## config.mk

```make
export PLATFORM = sky130hd
export DESIGN_NAME = stopwatch_counter
export DESIGN_NICKNAME = d
export VERILOG_FILES = /design/src/rtl/stopwatch_counter.sv
export SDC_FILE = /design/constraint.sdc
export NUM_CORES = 1
export LEC_CHECK = 0
export BUFFER_PORTS_ARGS = -buffer_cell sky130_fd_sc_hd__buf_2
export CAP_MARGIN = 30
export CORE_ASPECT_RATIO = 1.75
export CORE_UTILIZATION = 30
export CTS_CLUSTER_DIAMETER = 80
export DETAILED_ROUTE_END_ITERATION = 8
export MAX_ROUTING_LAYER = met4
export SLEW_MARGIN = 10
export SYNTH_ARGS = -nofsm -noshare
export SYNTH_HDL_FRONTEND = slang
export SYNTH_SLANG_ARGS = --single-unit
```

## constraint.sdc

```tcl
create_clock -name clk -period 2.9 [get_ports clk]
set_input_delay 0.145 -clock clk [delete_from_list [all_inputs] [get_ports clk]]
set_output_delay 0.145 -clock clk [all_outputs]
set_load 0.01 [all_outputs]
```

## src/rtl/stopwatch_counter.sv

```systemverilog
// Stopwatch control stage: synchronizes and debounces the front-panel inputs,
// sequences IDLE/RUN/PAUSE, and steps a wrapping 16-bit count at a prescaled rate.
module stopwatch_counter #(
  parameter int unsigned TICK_DIV        = 50000,
  parameter int unsigned DEBOUNCE_CYCLES = 20000,
  parameter int unsigned MAX_COUNT       = 65535
) (
  input  logic        clk,
  input  logic        reset,
  input  logic        btn_start,
  input  logic        btn_clear,
  input  logic        up_down,
  output logic [15:0] counter_data,
  output logic        running,
  output logic        wrap_pulse
);

  localparam int unsigned PRE_W = 24;
  localparam int unsigned DEB_W = 20;
  localparam int unsigned CNT_W = 16;
  localparam int unsigned NBTN  = 2;

  localparam logic [PRE_W-1:0] PRE_LAST = PRE_W'(TICK_DIV - 1);
  localparam logic [DEB_W-1:0] DEB_LAST = DEB_W'(DEBOUNCE_CYCLES - 1);
  localparam logic [CNT_W-1:0] CNT_MAX  = CNT_W'(MAX_COUNT);

  typedef enum logic [1:0] {
    IDLE  = 2'd0,
    RUN   = 2'd1,
    PAUSE = 2'd2
  } state_t;

  // Bit order in the synchronizer: {up_down, btn_clear, btn_start}
  logic [2:0]       sync1;
  logic [2:0]       sync2;
  logic [NBTN-1:0]  level;
  logic [NBTN-1:0]  level_q;
  logic [NBTN-1:0]  press;
  logic [DEB_W-1:0] deb_cnt [NBTN];

  state_t           state;
  logic [PRE_W-1:0] prescale;
  logic             tick_c;
  logic             up_dir_c;
  logic [CNT_W-1:0] count_next_c;
  logic             wrap_next_c;

  // Two-flop synchronizers, per-button debounce, and registered press strobes
  always_ff @(posedge clk) begin
    if (reset) begin
      sync1   <= '0;
      sync2   <= '0;
      level   <= '0;
      level_q <= '0;
      press   <= '0;
      for (int i = 0; i < NBTN; i++) begin
        deb_cnt[i] <= '0;
      end
    end else begin
      sync1   <= {up_down, btn_clear, btn_start};
      sync2   <= sync1;
      level_q <= level;
      press   <= level & ~level_q;
      for (int i = 0; i < NBTN; i++) begin
        if (sync2[i] == level[i]) begin
          deb_cnt[i] <= '0;
        end else if (deb_cnt[i] == DEB_LAST) begin
          level[i]   <= ~level[i];
          deb_cnt[i] <= '0;
        end else begin
          deb_cnt[i] <= deb_cnt[i] + DEB_W'(1);
        end
      end
    end
  end

  assign up_dir_c = sync2[2];
  assign tick_c   = (state == RUN) && (prescale == PRE_LAST);

  // Next count for a tick, wrapping at MAX_COUNT in either direction
  always_comb begin
    count_next_c = counter_data;
    wrap_next_c  = 1'b0;
    if (up_dir_c) begin
      if (counter_data >= CNT_MAX) begin
        count_next_c = '0;
        wrap_next_c  = 1'b1;
      end else begin
        count_next_c = counter_data + CNT_W'(1);
      end
    end else begin
      if (counter_data == '0) begin
        count_next_c = CNT_MAX;
        wrap_next_c  = 1'b1;
      end else begin
        count_next_c = counter_data - CNT_W'(1);
      end
    end
  end

  // Control FSM with prescaler and count; clear overrides every other action
  always_ff @(posedge clk) begin
    if (reset) begin
      state        <= IDLE;
      prescale     <= '0;
      counter_data <= '0;
      running      <= 1'b0;
      wrap_pulse   <= 1'b0;
    end else begin
      wrap_pulse <= 1'b0;
      if (press[1]) begin
        state        <= IDLE;
        prescale     <= '0;
        counter_data <= '0;
        running      <= 1'b0;
      end else begin
        case (state)
          IDLE: begin
            if (press[0]) begin
              state    <= RUN;
              prescale <= '0;
              running  <= 1'b1;
            end
          end
          RUN: begin
            if (tick_c) begin
              prescale     <= '0;
              counter_data <= count_next_c;
              wrap_pulse   <= wrap_next_c;
            end else begin
              prescale <= prescale + PRE_W'(1);
            end
            if (press[0]) begin
              state   <= PAUSE;
              running <= 1'b0;
            end
          end
          PAUSE: begin
            if (press[0]) begin
              state   <= RUN;
              running <= 1'b1;
            end
          end
          default: begin
            state   <= IDLE;
            running <= 1'b0;
          end
        endcase
      end
    end
  end

endmodule

```

Yosys cells after proc, flatten, opt, wreduce, memory -nomap -nowiden:

Memories as Yosys holds them, arrays and structs flattened.
Cells that the tools add are included.

* bits in registers: 56
* bits in latches: 0
* RAM bits: 40
* ROM bits: 0
* bits of input ports: 5
* output and inout port bits: 18
* logic and storage cells: 99
* memories: 1

Memories
* deb_cnt: words 2, bits a word 20, rd ports 2, clocked after Yosys merged registers in 0, write ports 2, line 39 `logic [DEB_W-1:0] deb_cnt [NBTN];`

* $add $sub $neg: 5
* multipliers: 0
* div/mod/pow operators: 0
* $lt $le $gt $ge: 1
* eq/ne operators: 10
* shift-type cells: 0
* multiplexer cells: 45
* bitwise logic cells: 14
* reductions and logical operators: 12

Operator list (number)
* 2-to-1 mux 20 bit: 6
* 2-to-1 mux 16 bit: 3
* 2-to-1 mux 24 bit: 2
* case mux 24 bit (2 select lines): 1
* adder 20 x 1 -> 20 bit, second input constant: 2
* equality test 20 x 15 -> 1 bit, second input constant: 2
* 2-to-1 mux 1 bit: 29
* adder 24 x 1 -> 24 bit, second input constant: 1
* equality test 24 x 16 -> 1 bit, second input constant: 1
* adder 16 x 1 -> 16 bit, second input constant: 1
* >= comparator 16 bit, second input constant: 1
* zero test 16 bit: 1
* subtractor 16 x 1 -> 16 bit, second input constant: 1
* AND reduction 2 bit: 5
* NOT 1 bit: 6
* OR 1 bit: 6
* 2-to-1 mux 2 bit: 2
* inequality test 2 bit, second input constant: 2
* case mux 2 bit (2 select lines): 1
* OR reduction 2 bit: 2
* OR reduction 4 bit: 1
* bitwise AND 2 bit: 1
* equality test 1 bit: 2
* equality test 2 x 1 -> 1 bit, second input constant: 1
* other kinds (7): 7

Depth between registers and ports, before layout:

Gate-level depths: netlist of the first run.

* depth in word-level cells: 7
* mapped depth: 8

Worst setup path after synthesis of the first run:

OpenSTA, ideal clock, no wires.

* path type: reg2reg
* start: mem deb_cnt[0][0]
* end: mem deb_cnt[0][11], data pin
* data arrival time: 1.840 ns
* required time: 2.634 ns
* slack: 0.794 ns
* stages on the path, launching flop included: 9
* buffers on the path: 3
* clock period less this slack: 2.106 ns
* path through: edfxtp_1 -> ha_1 -> and4_1 -> clkbuf_1 -> and4_1 -> or2_2 -> clkbuf_1 -> clkbuf_1 -> nor2_1

RTL lines (line)
* from (decl): 39

Worst setup path after layout of the first run:

* start: reg prescale[7]
* end: reg prescale[5]

* word-level cells in the longest chain between the ends: 4

RTL lines
* from (decl): line 42 `logic [PRE_W-1:0] prescale;`
* from (signal assigned): line 131 `prescale <= prescale + PRE_W'(1);`
* equality test 24 x 16 -> 1 bit: line 78 `assign tick_c = (state == RUN) && (prescale == PRE_LAST);`
* logical AND 1 bit: line 78
* 2-to-1 mux 24 bit: line 126 `if (tick_c) begin`
* case mux 24 bit (2 select lines): line 117 `case (state)`

No other way between the ends.
A chain may end at the register's enable or synchronous reset.

==> out/qor.csv, run 1 <==
stage;metric;value;unit
run_status;status;finished, final reports clean;
worst_setup_path;Worst Path Max Fanout;11;
pwr;internal power;2060;uW
pwr;Final Total Pwr;2690;uW
yosys;post-synthesis area per instance;9.07;um^2
floorplanning;Die Width;102;um
pwr;Gate power share;3.3;%
yosys;Mapped Area;5220;um^2
yosys;largest area contributor in the netlist;edfxtp_1;
finish;FILL cells;1728;
finish;fin nets;644;
sta;Slew @ Worst Pin;841;ps
clocking;Root Buffer;clkbuf_16;
sta;Worst slew margin;43.4;%
floorplanning;die height;176;um
pwr;Psw;638;uW
yosys;commonest cells in the netlist;82 x nor2_1, 56 x dfxtp_1, 41 x nand2_1;
clocking;clk slew on worst S/H paths;70;ps
worst_setup_path;Worst Path Required;3120;ps
worst_setup_path;critical path endpoint category;flop;
worst_setup_path;worst r2r path cells;6;
worst_setup_path;end of the critical path;prescale[5];
worst_setup_path;WS Path Type;reg2reg;
sta;Setup WS post-layout;505;ps
yosys;part of the Yosys area used for sequential elements;44.5;%
worst_setup_path;Setup crit start;prescale[7];
sta;worst clock skew;12.0;ps
finish;share of layout cells above drive strength 1;9.87;%
global_routing;pin count of the biggest net entering global routing;21;
yosys;main area contributors after synthesis;edfxtp_1 23%, dfxtp_1 21%, nor2_1 5.9%;
drt;routed length per instance;14.0;um
sta;Max Fclk;0.418;GHz
pwr;Sw Ratio;23.7;%
pwr;leakage;0.00218;uW
yosys;synthesized flop and latch total;96;
worst_setup_path;Critical Path AT;2620;ps
yosys;Syn Inst Count;575;
global_routing;first-pass GRT wire length;20600;um
worst_setup_path;CP max stage delay;580;ps
drt;routed via count;4341;
sta;count of final setup violators;0;
placed_design;port bufs;22;
sta;min Tclk post-route;2390;ps
yosys;Synth top area share;23.0;%
drt;final wirelength;12100;um
min_path;Hold WC Path Type;in2reg;
clocking;Clock Path Buffers;2;
clocking;total CTS buffers;9;
clocking;Clk Latency, worst-skew pair;350;ps
worst_setup_path;end of the worst register-to-register path;prescale[5];
global_routing;initial antenna violation count;0;
sta;TNS Setup;0;ps
sta;Final Hold Viols;0;
worst_setup_path;critical-path cell list;or4_4 -> nor4_4 -> a211oi_2 -> buf_4 -> nor2_2 -> nor2_1;
sta;Tcrit/Tclk final;82.6;%
sta;Slew Viols, Final;0;
drt;Post-DRT Antenna Nets;0;
pwr;PwrDens;448;nW/um^2
floorplanning;initial core utilization;30.8;%
pwr;Clock Power Share;42.4;%
drt;Via density;5.02;
clocking;cts repair resizes;0;
pwr;maximum vdd ir drop;223;uV
finish;Synth-to-Final Area Change;15.2;%
drt;# DRC;0;
placed_design;GPL Wtd Cong;0.902;
clocking;# hold bufs at CTS;0;
drt;initial drt markers;171;
worst_setup_path;Crit Reg-Reg Startpoint;prescale[7];
yosys;count leader, synth;nor2_1;
worst_setup_path;reg-to-reg setup timing slack;510;ps
drt;drt pass-1 iters;5;
yosys;Async S/R FF share, synth;0;%
yosys;Synth Flop Type;dfxtp_1;
global_routing;gr ovfl total;0;
worst_setup_path;Setup crit start kind;flop;
placed_design;worst slack at placement;486;ps
worst_setup_path;CP max stage cell;or4_4;
floorplanning;die area;17900;um^2
placed_design;HPWL after DPL;8830;um
pwr;Flop pwr share;54.3;%
floorplanning;IO Pins;23;
finish;Antenna Cells;0;
clocking;htree depth;3;
floorplanning;Site Rows;63;
clocking;# clock sinks;96;
yosys;number of synthesis warnings;0;
floorplanning;total core area;16900;um^2
yosys;EDFF count, synth;40;
clocking;Setup Fix Bufs, Post-CTS;0;
yosys;distinct cell type count after synthesis;64;
global_routing;vias in the first global route;4350;
job;max-cap viol count;0;
sta;RSZ-0062 raised after global routing;false;
clocking;CTS tree;done;
global_routing;Total Routing Usage GR;15.1;%
-- layout make-up --
class                   count  area [um^2]  share of cell area (%)
clock buffers               9          225                    3.75
clock inverters             7         52.6                   0.875
inverters                  11         41.3                   0.687
multi-input cells         480         2870                    47.8
flip-flops and latches     96         2320                    38.7
well taps                 227          284                    4.73
repair buffers             35          208                    3.46
-- through the flow --
stage          instance area [um^2]  std cells  hold slack (ps)  util, %
2_1_floorplan                  5360        614              273        -
3_3_place_gp                   5730        849              372     33.8
3_5_place_dp                   5730        849              373     33.8
4_1_cts                        6010        865             2.07     35.4
5_1_grt                        6010        865             39.6     35.4
6_report                       6010        865             12.4     35.4
-- worst min-delay path by stage --
stage	endpoint	slack, ps	start	cells after the start
2_1_floorplan	sync1[0]	270	btn_start	1
3_3_place_gp	press[0]	370	level_q[0]	1
3_5_place_dp	sync1[1]	370	btn_clear	2
4_1_cts	sync1[1]	2	btn_clear	2
5_1_grt	sync1[1]	40	btn_clear	2
6_report	sync1[1]	10	btn_clear	2
-- power by group through the flow --
stage | Clock (uW) | Combinational [uW] | Sequential [uW]
2_1_floorplan | 0 | 68.7 | 1480
3_3_place_gp | 0 | 87.7 | 1490
3_5_place_dp | 0 | 87.7 | 1490
4_1_cts | 1180 | 88.4 | 1460
5_1_grt | 1230 | 102 | 1470
6_report | 1140 | 88.7 | 1460
-- registers in the layout (all words and copies together), names as in the netlist --
name,cells
running,1
deb_cnt,40
sync1,3
sync2,3
press,2
state,2
prescale,24
counter_data,16
wrap_pulse,1
level_q,2
level,2
-- critical path: cells and delay by family (launching register included) --
| kind | cells | cell delay, ps |
|---|---|---|
| and+or+nand+nor | 4 | 1420 |
| DFF | 1 | 370 |
| buffers and inverters | 1 | 230 |
| AOI/OAI and AO/OA | 1 | 240 |
-- cell families after synthesis --
family                     after synthesis  synth area share (%)
AOI/OAI and AO/OA                       94                  12.1
buffers and inverters                   38                  3.19
and+or+nand+nor                        278                  28.1
DFF                                     96                  44.5
muxes                                    4                 0.768
xor gates and xnor gates                58                  9.74
adders and majority gates                6                  1.44
other                                    1                0.0719
-- cells in the final DEF (no fill, tap or decap), types with 4 or more instances in the layout --
cell and n:
or3_1 4, clkbuf_16 9, o31ai_1 6, a21oi_1 23, nand4_1 23, xor2_1 31
mux2i_1 4, nor4b_1 4, nor4_1 13, xnor2_1 27, nand2b_1 4, conb_1 40
buf_4 13, ha_1 6, nand3_1 36, a31oi_1 11, and3_1 16, nor3_1 10
and4_1 11, nor2_1 82, nor2b_1 14, edfxtp_1 40, o21ai_0 18, dfxtp_1 56
nand2_1 41, inv_1 11, buf_2 22
-- metal layers --
layer,vias to the layer above,GRT usage (%),share of wire [%]
met4,0,8.76,4.4
li1,2183,-,-
met5,-,-,0
met2,80,27.0,54
met3,33,2.49,2.7
met1,2045,15.1,39
Note: power is estimated with default switching activity, not from simulation.
==> run 2: changes to the inputs <==
==> constraint.sdc (replaced) <==
create_clock -name clk -period 1.9 [get_ports clk]
set_input_delay 0.095 -clock clk [delete_from_list [all_inputs] [get_ports clk]]
set_output_delay 0.095 -clock clk [all_outputs]
set_load 0.01 [all_outputs]
==> out/qor.csv, run 2 (synthesis gave the netlist of run 1 again) <==
stage;metric;value;unit;change
sta;worst clock skew;10.4;ps;-1.67 ps
pwr;leakage;0.00284;uW;+30%
global_routing;gr ovfl total;0;;unchanged
clocking;# clock sinks;96;;unchanged
run_status;failing checks;negative setup slack;;
pwr;maximum vdd ir drop;364;uV;+63%
floorplanning;die area;17900;um^2;unchanged
drt;routed via count;4866;;+12%
sta;WHS;143;ps;+131 ps
floorplanning;die height;176;um;unchanged
finish;Antenna Cells;0;;unchanged
sta;Worst slew margin;64.3;%;+21 points
sta;Tcrit/Tclk final;107;%;+25 points
global_routing;pin count of the biggest net entering global routing;22;;+4.8%
drt;Via density;4.98;;-0.86%
sta;RSZ-0062 raised after global routing;true;;
floorplanning;Site Rows;63;;unchanged
finish;Synth-to-Final Area Change;38.1;%;
worst_setup_path;Worst Path Max Fanout;4;;-7
drt;routed length per instance;14.3;um;+2.6%
clocking;CTS tree;done;;
finish;fin area;7200;um^2;+20%
clocking;Clk Latency, worst-skew pair;350;ps;about the same
sta;Max Fclk;0.490;GHz;+17%
sta;count of final setup violators;41;;+41
global_routing;M2 GR Usage;30.5;%;+3.5 points
drt;final wirelength;14000;um;+16%
clocking;clk slew on worst S/H paths;70;ps;about the same
placed_design;port bufs;22;;unchanged
placed_design;HPWL after DPL;10200;um;+15%
floorplanning;IO Pins;23;;unchanged
worst_setup_path;Setup crit start kind;flop;;
global_routing;Total Routing Usage GR;16.7;%;+1.6 points
pwr;PwrDens;607;nW/um^2;+35%
clocking;htree depth;3;;unchanged
worst_setup_path;Setup crit start;prescale[12];;
worst_setup_path;Crit Reg-Reg Startpoint;prescale[12];;
global_routing;vias in the first global route;4775;;+9.8%
finish;Core Util, Final;42.5;%;+7.1 points
global_routing;GRT Max-Usage Layer;met2;;
floorplanning;total core area;16900;um^2;unchanged
clocking;total CTS buffers;9;;unchanged
min_path;Hold WC Path Type;in2reg;;
drt;Post-DRT Antenna Nets;0;;unchanged
worst_setup_path;critical path endpoint category;flop;;
drt;# DRC;0;;unchanged
finish;FILL cells;1710;;-1.0%
min_path;hold_sp;reset;;
floorplanning;initial core utilization;30.8;%;unchanged
global_routing;initial antenna violation count;0;;unchanged
drt;initial drt markers;223;;+30%
clocking;Root Buffer;clkbuf_16;;
sta;Final Hold Viols;0;;unchanged
drt;drt pass-1 iters;4;;-1
finish;commonest non-fill, non-tap cells in the layout;112 x buf_4, 82 x nor2_1, 49 x dfxtp_1, 41 x nand2_1;;
worst_setup_path;WS Path Type;reg2reg;;
placed_design;GPL Wtd Cong;0.844;;-6.3%
run_status;status;finished with violations;;
job;max-cap viol count;0;;unchanged
global_routing;met1 Track Usage GR;16.9;%;+1.8 points
sta;Slew @ Worst Pin;534;ps;-308 ps
global_routing;Global Route met3 Usage;1.86;%;-0.63 points
sta;Slew Viols, Final;0;;unchanged
floorplanning;Die Width;102;um;unchanged
clocking;Clock Path Buffers;2;;unchanged
finish;share of layout cells above drive strength 1;28.0;%;+18 points
worst_setup_path;Critical Path AT;2290;ps;-330 ps
worst_setup_path;Worst Path Required;2150;ps;-970 ps
finish;number of flip-flops under the largest register name;40;;unchanged
sta;Setup WS post-layout;-139;ps;-645 ps
finish;Top reg by flops;deb_cnt;;
sta;min Tclk post-route;2040;ps;-355 ps
finish;commonest non-fill, non-tap cell in the layout;buf_4;;
global_routing;first-pass GRT wire length;22500;um;+8.9%
finish;Largest regs;deb_cnt: 40 flops, prescale: 24 flops, counter_data: 16 flops;;
placed_design;placed cell area;6560;um^2;+14%
finish;fin nets;757;;+18%
-- run 2: per-layer routing --
metal  up-vias  share of wire, %
li1       2421                 -
met5         -                 0
met4         0               3.6
met2        93                56
met1      2322                38
met3        30               2.3
-- run 2: cell type report --
type / instances / area [um^2] / share of cell area (%)
multi-input cells: 480 / 3060 / 42.4
flip-flops and latches: 96 / 2330 / 32.4
repair buffers: 148 / 1180 / 16.3
well taps: 227 / 284 / 3.94
clock buffers: 12 / 258 / 3.58
clock inverters: 4 / 58.8 / 0.816
inverters: 11 / 41.3 / 0.573
-- run 2: worst paths after layout --
kind	to	slack, ps	cells after the start
max	counter_data[12]	-140	7
min	sync2[0]	140	3
max reg2reg	counter_data[12]	-140	7
min reg2reg	press[1]	380	1
-- run 2: report_power, final --
part           switching, uW  internal, uW
clock                    827          1120
combinational            114          91.3
sequential              36.8          2190
total                    978          3400
-- run 2: per-stage QoR --
| stage | power [uW] | std cells | setup TNS (ps) | setup slack [ps] |
|---|---|---|---|---|
| 4_1_cts | 4410 | 970 | -1370 | -123 |
| 5_1_grt | 4540 | 978 | -6060 | -220 |
| 3_3_place_gp | 2460 | 949 | -2180 | -118 |
| 3_5_place_dp | 2460 | 949 | -3270 | -172 |
| 2_1_floorplan | 2370 | 614 | -175 | -58.2 |
| 6_report | 4380 | 978 | -2090 | -139 |
-- run 2: repair_timing --
item,4_1_cts,5_1_grt
gates cloned,0,2
endpoints found under the setup margin,52,57
pin swaps,6,15
gates resized for setup,17,33
setup buffers,2,6
endpoints found under the hold margin,3,0
hold buffers,3,0
-- run 2: critical path, stage by stage (launching register included) --
cell	delay, ps
dfxtp_2	320
or4_4	540
nor4_4	370
buf_4	180
and2_4	160
buf_6	120
a21oi_1	60
a311oi_1	210
